`config.mk`:
```
export PLATFORM = sky130hd
export DESIGN_NAME = cmn_fifo_arb
export DESIGN_NICKNAME = d
export VERILOG_FILES = /design/src/rtl/cmn_fifo_arb.sv
export SDC_FILE = /design/constraint.sdc
export NUM_CORES = 1
export LEC_CHECK = 0
export ABC_AREA = 1
export CAP_MARGIN = 20
export CORE_MARGIN = 3
export CORE_UTILIZATION = 27
export CTS_BUF_LIST = sky130_fd_sc_hd__clkbuf_8
export CTS_CLUSTER_DIAMETER = 60
export DETAILED_ROUTE_END_ITERATION = 8
export GPL_ROUTABILITY_DRIVEN = 1
export GPL_TIMING_DRIVEN = 0
export PLACE_DENSITY = 0.8
export SYNTH_ARGS = -nofsm -noshare
export SYNTH_HDL_FRONTEND = slang
export SYNTH_SLANG_ARGS = --single-unit
```
`constraint.sdc`:
```
create_clock -name clk -period 2 [get_ports clk]
set_input_delay 0.3 -clock clk [delete_from_list [all_inputs] [get_ports clk]]
set_output_delay 0.3 -clock clk [all_outputs]
set_load 0.01 [all_outputs]
```
`src/rtl/cmn_fifo_arb.sv`:
```
// cmn_fifo_arb
// Round-robin arbiter that shares one cmn_fifo write port among N packet
// requesters. Each requester presents a valid/ready/last stream. One
// requester is granted at a time. The grant is held until the packet ends
// or MAXB beats have been written. Every written word carries the source ID
// in its MSBs. The FIFO is never written while it reports full.
//
// Ports:
//   clk        clock
//   rstn       asynchronous active-low reset
//   req_valid  [N]       per-requester beat valid
//   req_data   [N*DW]    requester i payload at [i*DW +: DW]
//   req_last   [N]       per-requester last beat of packet
//   req_ready  [N]       per-requester beat accepted
//   fifo_we              FIFO write enable
//   fifo_wdata [DW+IW]   {source ID, payload}
//   fifo_full            FIFO full flag
//   busy                 a grant is active
//   gnt_id     [IW]      currently / last granted requester
module cmn_fifo_arb #(
  parameter int N    = 4,
  parameter int DW   = 32,
  parameter int MAXB = 8,
  parameter int IW   = (N > 1) ? $clog2(N) : 1
) (
  input  logic              clk,
  input  logic              rstn,
  input  logic [N-1:0]      req_valid,
  input  logic [N*DW-1:0]   req_data,
  input  logic [N-1:0]      req_last,
  output logic [N-1:0]      req_ready,
  output logic              fifo_we,
  output logic [DW+IW-1:0]  fifo_wdata,
  input  logic              fifo_full,
  output logic              busy,
  output logic [IW-1:0]     gnt_id
);

  localparam int            CW       = (MAXB > 1) ? $clog2(MAXB) : 1;
  localparam logic [CW-1:0] LAST_CNT = CW'(MAXB - 1);

  typedef enum logic {IDLE, BUSY} state_t;

  state_t        state;
  logic [IW-1:0] rr_ptr;
  logic [CW-1:0] beat_cnt;

  logic          sel_valid;
  logic          sel_last;
  logic [DW-1:0] sel_data;
  logic          any_valid;
  logic [IW-1:0] pick;
  logic [IW-1:0] next_ptr;
  logic          beat;
  logic          rel_beat;

  // Route the granted requester's valid/last/data onto single wires so
  // that the rest of the logic does not need variable part-selects.
  always_comb begin
    sel_valid = 1'b0;
    sel_last  = 1'b0;
    sel_data  = '0;
    for (int i = 0; i < N; i++) begin
      if (gnt_id == IW'(i)) begin
        sel_valid = req_valid[i];
        sel_last  = req_last[i];
        sel_data  = req_data[i*DW +: DW];
      end
    end
  end

  // Round-robin pick: among the valid requesters, take the one with the
  // smallest forward distance from rr_ptr (mod N). This is the first valid
  // requester in the order rr_ptr, rr_ptr+1, ...
  always_comb begin
    int best_d;
    int d;
    best_d    = N;
    d         = 0;
    pick      = '0;
    any_valid = |req_valid;
    for (int i = 0; i < N; i++) begin
      if (req_valid[i]) begin
        d = (i - int'(rr_ptr) + N) % N;
        if (d < best_d) begin
          best_d = d;
          pick   = IW'(i);
        end
      end
    end
  end

  // Pointer after the current grant, wrapping N-1 back to 0. This also
  // covers the case where N is not a power of two.
  assign next_ptr = (gnt_id == IW'(N - 1)) ? '0 : gnt_id + IW'(1);

  // A beat moves only while granted, with the owner valid and FIFO room.
  // The grant ends on the owner's last beat or on the MAXB-th beat.
  assign beat     = (state == BUSY) && sel_valid && !fifo_full;
  assign rel_beat = beat && (sel_last || (beat_cnt == LAST_CNT));
  assign fifo_we  = beat;

  // Only the owner sees ready, and only when the FIFO can take a word.
  // Nothing leaves the arbiter while idle, or while reset holds it idle.
  always_comb begin
    req_ready  = '0;
    fifo_wdata = '0;
    if (state == BUSY) begin
      for (int i = 0; i < N; i++) begin
        if (gnt_id == IW'(i)) req_ready[i] = !fifo_full;
      end
      fifo_wdata = {gnt_id, sel_data};
    end
  end

  // Grant FSM. IDLE always costs one cycle to register the arbitration
  // result. BUSY counts accepted beats and returns to IDLE on release,
  // advancing the round-robin pointer past the requester just served.
  always_ff @(posedge clk or negedge rstn) begin
    if (!rstn) begin
      state    <= IDLE;
      rr_ptr   <= '0;
      gnt_id   <= '0;
      beat_cnt <= '0;
      busy     <= 1'b0;
    end else begin
      case (state)
        IDLE: begin
          if (any_valid) begin
            gnt_id   <= pick;
            beat_cnt <= '0;
            busy     <= 1'b1;
            state    <= BUSY;
          end
        end
        BUSY: begin
          if (beat) beat_cnt <= beat_cnt + CW'(1);
          if (rel_beat) begin
            rr_ptr <= next_ptr;
            busy   <= 1'b0;
            state  <= IDLE;
          end
        end
        default: state <= IDLE;
      endcase
    end
  end

endmodule

```
# [Yosys cells after proc, flatten, opt, wreduce, memory -nomap -nowiden]
# Cells that the tools add are included.
[classes] add_sub_neg=10 order_cmp=4 n_eq_ne=7 n_mux=40 bitwise=5 reduce_logical=15
[ops] op="32-bit 2-to-1 mux" n=10
[ops] op="3-bit by 32-bit less-than comparator with 1-bit output" n=3
[ops] op="34-bit 2-to-1 mux" n=1
[ops] op="3-bit by 4-bit adder with 5-bit output (second input constant)" n=4
[ops] op="1-bit 2-to-1 mux" n=18
[ops] op="2-bit 2-to-1 mux" n=5
[ops] op="2-bit AND reduction" n=4
[ops] op="2-bit OR reduction" n=4
[ops] op="3-bit 2-to-1 mux" n=2
[ops] op="3-bit one-hot mux with 2 select lines" n=1
[ops] op="1-bit by 2-bit subtractor with 3-bit output (first input constant)" n=2
[ops] op="2-bit by 2-bit subtractor with 3-bit output (first input constant)" n=2
[ops] op="1-bit AND" n=4
[ops] op="2-bit equality test (second input constant)" n=2
[ops] op="3-bit by 4-bit less-than comparator with 1-bit output (second input constant)" n=1
[ops] op="4-bit 2-to-1 mux" n=1
[ops] op="2-bit by 1-bit != test with 1-bit output (second input constant)" n=2
[ops] op="1-bit one-hot mux with 2 select lines" n=2
[ops] op="4-bit OR reduction" n=1
[ops] op="3-bit by 1-bit adder with 3-bit output (second input constant)" n=1
[ops] op="3-bit equality test (second input constant)" n=1
[ops] op="1-bit logical AND" n=3
[ops] op="2-bit by 1-bit adder with 2-bit output (second input constant)" n=1
[ops] op="2-bit by 1-bit equality test with 1-bit output (second input constant)" n=1
[ops] op="5 further kinds" n=5
[word_totals] reg_bits=9 in_bits=139 out_inout_bits=42 wordCells=86

# [Depth between registers and ports, before layout]
[depth] depth_word=16 ltp_mapped=16 depth_no_buf=16

# [Worst setup path before layout]
# Ideal clock, no wire load.
[synth_path] path_kind="reg2reg" start="reg rr_ptr[1]" end="reg gnt_id[1]" setup_ns=0.120 t_arrival_ns=1.895 t_required_ns=1.880 slack_ns=-0.016 stages_incl_launch_ff=17 n_path_buf=0 period_less_slack_ns=2.016 path_cell_list="dfrtp_1 inv_1 nand2_1 nor2_1 o21a_1 inv_1 ha_1 nand3_1 nand3_1 nand2_1 o21ai_0 ha_1 inv_1 nor2_1 nand2_1 nand3_1 nand2_1"
[synth_via] elab_chain_cells=16 elab_cells_between_ends=30 classes_between="add/sub: 8; order compare: 4; mux: 10; bitwise: 4; reduce/logical: 4"
[synth_rtl] element="start: declaration" line="45" text="logic [IW-1:0] rr_ptr;"
[synth_rtl] element="start signal: assignment" line="139" text="rr_ptr <= next_ptr;"
[synth_rtl] element="1-bit by 2-bit subtractor with 3-bit output" line="84" text="d = (i - int'(rr_ptr) + N) % N;"
[synth_rtl] element="3-bit by 4-bit adder with 5-bit output" line="84"
[synth_rtl] element="2-bit OR reduction (no line)"
[synth_rtl] element="1-bit AND (no line)"
[synth_rtl] element="3-bit by 4-bit less-than comparator with 1-bit output" line="85" text="if (d < best_d) begin"
[synth_rtl] element="32-bit 2-to-1 mux" line="85"
[synth_rtl] element="32-bit 2-to-1 mux" line="83" text="if (req_valid[i]) begin"
[synth_rtl] element="3-bit by 32-bit less-than comparator with 1-bit output" line="85"
[synth_rtl] element="32-bit 2-to-1 mux" line="85"
[synth_rtl] element="32-bit 2-to-1 mux" line="83"
[synth_rtl] element="3-bit by 32-bit less-than comparator with 1-bit output" line="85"
[synth_rtl] element="32-bit 2-to-1 mux" line="85"
[synth_rtl] element="32-bit 2-to-1 mux" line="83"
[synth_rtl] element="3-bit by 32-bit less-than comparator with 1-bit output" line="85"
[synth_rtl] element="2-bit 2-to-1 mux" line="85"
[synth_rtl] element="2-bit 2-to-1 mux (*)" line="83"
[synth_rtl] element="end signal: assignment" line="130" text="gnt_id <= pick;"
[synth_rtl] element="end: declaration" line="36" text="output logic [IW-1:0] gnt_id"
# Mark *: on every way between the ends. The rest lies on a longest branch, timed or not.
# A chain may end at the register's enable or synchronous reset.

# [Final worst setup path]
[layout_path] start="reg gnt_id[1]" end="out fifo_wdata[13]"
[layout_via] elab_chain_cells=6 elab_cells_between_ends=9 classes_between="eq/ne: 3; mux: 5; reduce/logical: 1"
[layout_rtl] element="2-bit zero test" line="64" text="if (gnt_id == IW'(i)) begin"
[layout_rtl] element="32-bit 2-to-1 mux (3 in series)" line="64"
[layout_rtl] element="32-bit 2-to-1 mux (*)" line="64"
[layout_rtl] element="34-bit 2-to-1 mux (*)" line="108" text="if (state == BUSY) begin"
[layout_rtl] element="end: declaration" line="33" text="output logic [DW+IW-1:0] fifo_wdata,"
# Marks and branches as above.

==> qor.yml <==
outcome:
  outcome: "finished with violations"
  violations: "negative setup slack"
sta:
  period_minus_slack_ns: 2.14
  hold_violations: 0
  setup_viol_count_final: 37
  slew_headroom: 0.702
  fin_ws_ns: -0.145
  rsz0062_at_grt: "true"
  skew_ns: 0.00417
  maxSlewViolCount: 0
  fmax_mhz: 466
  fin_crit_sh: 1.07
  tightest_slew_ns: 0.445
setup_path:
  cp.buffers_inverters: 3
  required_ns: 1.70
  cpPeakStageDelay_ns: 0.44
  cp_max_fo: 10
  reg2reg_slack_ns: -0.04
  crit_slowest_cell: "dfrtp_2"
  endpoint_kind: "primary output"
  arrival_ns: 1.84
  critPathKind: "flip-flop to primary output"
  reg2reg_to: "gnt_id[1]$_DFFE_PN0P_"
  critPathLaunchType: "flip-flop"
  timing.rr.start: "rr_ptr[1]$_DFFE_PN0P_"
  crit_chain: "inv_4, ha_4, buf_2, a22oi_1, nand2_1, o21ai_0, a21oi_1, buf_2"
  crit_path_frequent_cell: "buf_2"
  critPathTopFamily: "buffers and inverters"
  worst-r2r-cell-count: 16
clock_network:
  cts.sinks: 9
  numCtsBuffers: 3
  cts_tree: "done"
  htree_levels: 1
  root_buffer: "clkbuf_8"
  clk_latency_ns: 0.24
  hold_buffers: 0
  cts.clk_slew.worst_paths_ns: 0.05
  cts.path.max_buffers: 2
finish:
  area_growth_pct: 138
  nFillCells: 532
  fin_area_um2: 4120
  stdcell_count: 589
  drive_gt1_frac: 0.294
  diodes: 0
  fin_nets: 662
placed_design:
  place_area_um2: 3630
  port_buffers: 180
  post-dp-hpwl_mm: 7.55
  post-place-ws_ns: -0.640
  place_inst: 557
  gp_congestion: 0.914
routing:
  wl_per_cell_um: 17.2
  viasPerCell: 5.23
  totalWireLength_mm: 10.1
  wl_met1_mm: 3.78
  dr.pass1.iters: 4
  ant_nets: 0
  via_count: 3079
  top_layer: "met4"
  wl_met3_um: 813
  drtIter0Drc: 101
  drc: 0
  wl_met2_mm: 5.35
global_routing:
  gr-usage-all-layers: 0.242
  grt.overflow.total: 0
  antenna_found_initial: 0
  grt_max_degree: 11
  grt_pass1_wl_mm: 14.6
  first_global_vias: 2916
logic_synthesis:
  synthAdderAreaFrac: 0.0578
  synth_area_per_cell_um2: 5.74
  ys_types: 24
  ys.warnings.count: 0
  synth_top_area_cell: "o21ai_0"
  yosys.area_share.simple: 0.238
  synth-compound-area-share: 0.466
  syn_inst: 302
  syn_area_um2: 1730
  synth_fp_nets: 449
  synth-main-ff-cell: "dfrtp_1"
  synth_top_family_by_area: "compound AO/OA/AOI/OAI gates"
  seq_area_frac_synth: 0.130
  synth_top_area_frac: 0.199
  synth_mux_area_frac: 0
  synthXorXnorAreaFrac: 0
  synth-edff-count: 0
  ys_ff_latch: 9
  synthArstFlopShare: 1.00
  synth_area_leaders: "o21ai_0, nand2_1, dfrtp_1"
floorplanning:
  boundaryPins: 181
  die_height_um: 86.1
  fp-row-count: 28
  dieArea_um2: 7420
  start_util: 0.286
  coreArea_um2: 6060
  die_w_um: 86.1
power_and_ir_drop:
  total_power_mw: 5.93
  sw_frac_of_total: 0.501
  pwr-share-comb: 0.902
  clockPowerShare: 0.037
  intPower_mw: 2.96
  p_sw_mw: 2.97
  seq_power_share: 0.061
  p_leak_nw: 1.82
  p_per_area_nw_per_um2: 1440
  irDropWorstVdd_mv: 0.930
min_path:
  min_path_type: "primary input to asynchronous set/reset pin"
run:
  maxCapViolations: 0
[logic make-up after synthesis]
group	after synthesis
compound gates	141
fa+ha+maj	8
buf+inv	44
flops	9
simple gates	100
[cell usage after synthesis, types with 2 or more instances]
cell type and n:
ha_1 8, nand2_2 3, nor2_1 11, buf_2 9, inv_2 2, o21a_1 2
a21oi_1 36, clkbuf_1 12, inv_1 18, a22oi_1 27, dfrtp_1 9, o21bai_1 2
o21ai_0 69, nand3_1 11, nand2_1 74
[routing by layer]
layer | vias to the layer above | global-route usage
li1 | 1481 | -
met1 | 1426 | 0.284
met2 | 154 | 0.453
met3 | 18 | 0.0355
met4 | 0 | 0.0619
met5 | - | 0
[cell type report]
| cell class | count | area (um^2) | area share |
|---|---|---|---|
| Buffer | 23 | 211 | 0.0513 |
| Clock buffer | 3 | 41.3 | 0.0100 |
| Clock inverter | 1 | 5.00 | 0.00121 |
| Inverter | 20 | 90.1 | 0.0219 |
| Multi-Input combinational cell | 249 | 1550 | 0.375 |
| Sequential cell | 9 | 229 | 0.0555 |
| Tap cell | 75 | 93.8 | 0.0228 |
| Timing Repair Buffer | 209 | 1910 | 0.462 |
[through the flow]
stage	setup TNS, ns	util	hold WS, ns
final	-3.46	0.680	0.374
after CTS	-5.30	0.630	0.384
after global placement	-19.87	0.600	0.458
after detailed placement	-20.76	0.600	0.474
after floorplan	0	-	0.00441
after global routing	-6.64	0.680	0.396
[what timing repair did]
action / CTS / global route
buffers inserted: 21 / 6
gates resized for setup: 196 / 92
gates cloned: 1 / 2
endpoints found under the setup margin: 41 / 39
endpoints found under the hold margin: 0 / 0
pin swaps: 12 / 41
[power by group through the flow]
| stage | logic, mW | registers (mW) | clock network (mW) |
|---|---|---|---|
| after floorplan | 2.40 | 0.345 | 0 |
| after global placement | 4.46 | 0.346 | 0 |
| after detailed placement | 4.56 | 0.354 | 0 |
| after CTS | 4.63 | 0.342 | 0.222 |
| after global routing | 5.82 | 0.374 | 0.227 |
| final | 5.35 | 0.362 | 0.219 |
[placed cells by master, fill, tap and decap left out, types with 7 or more instances in the layout]
master	Yosys	final
buf_4	1	27
nand2_2	3	9
o21ai_0	69	40
inv_1	18	10
clkdlybuf4s50_1	0	142
buf_6	1	9
o21ai_1	0	26
nand3_1	11	8
a22oi_1	27	7
a22oi_2	0	20
nor2_1	11	10
buf_2	9	34
nand2_1	74	67
a21oi_1	36	34
[worst max-delay path by stage]
stage | slack (ns) | cells after the start | from | endpoint
after global routing | -0.24 | 10 | gnt_id[1]$_DFFE_PN0P_ | fifo_wdata[18]
after CTS | -0.20 | 11 | gnt_id[0]$_DFFE_PN0P_ | fifo_wdata[5]
after detailed placement | -0.64 | 7 | gnt_id[0]$_DFFE_PN0P_ | fifo_wdata[24]
final | -0.14 | 8 | gnt_id[1]$_DFFE_PN0P_ | fifo_wdata[13]
after global placement | -0.65 | 7 | gnt_id[0]$_DFFE_PN0P_ | fifo_wdata[10]
after floorplan | 0.006 | 16 | rr_ptr[1]$_DFFE_PN0P_ | gnt_id[1]$_DFFE_PN0P_
[registers in the layout, summed over array words and instances, names as in the netlist]
register,cells
beat_cnt,3
busy,1
gnt_id,2
rr_ptr,2
state,1
(Power assumes the default switching activity.)
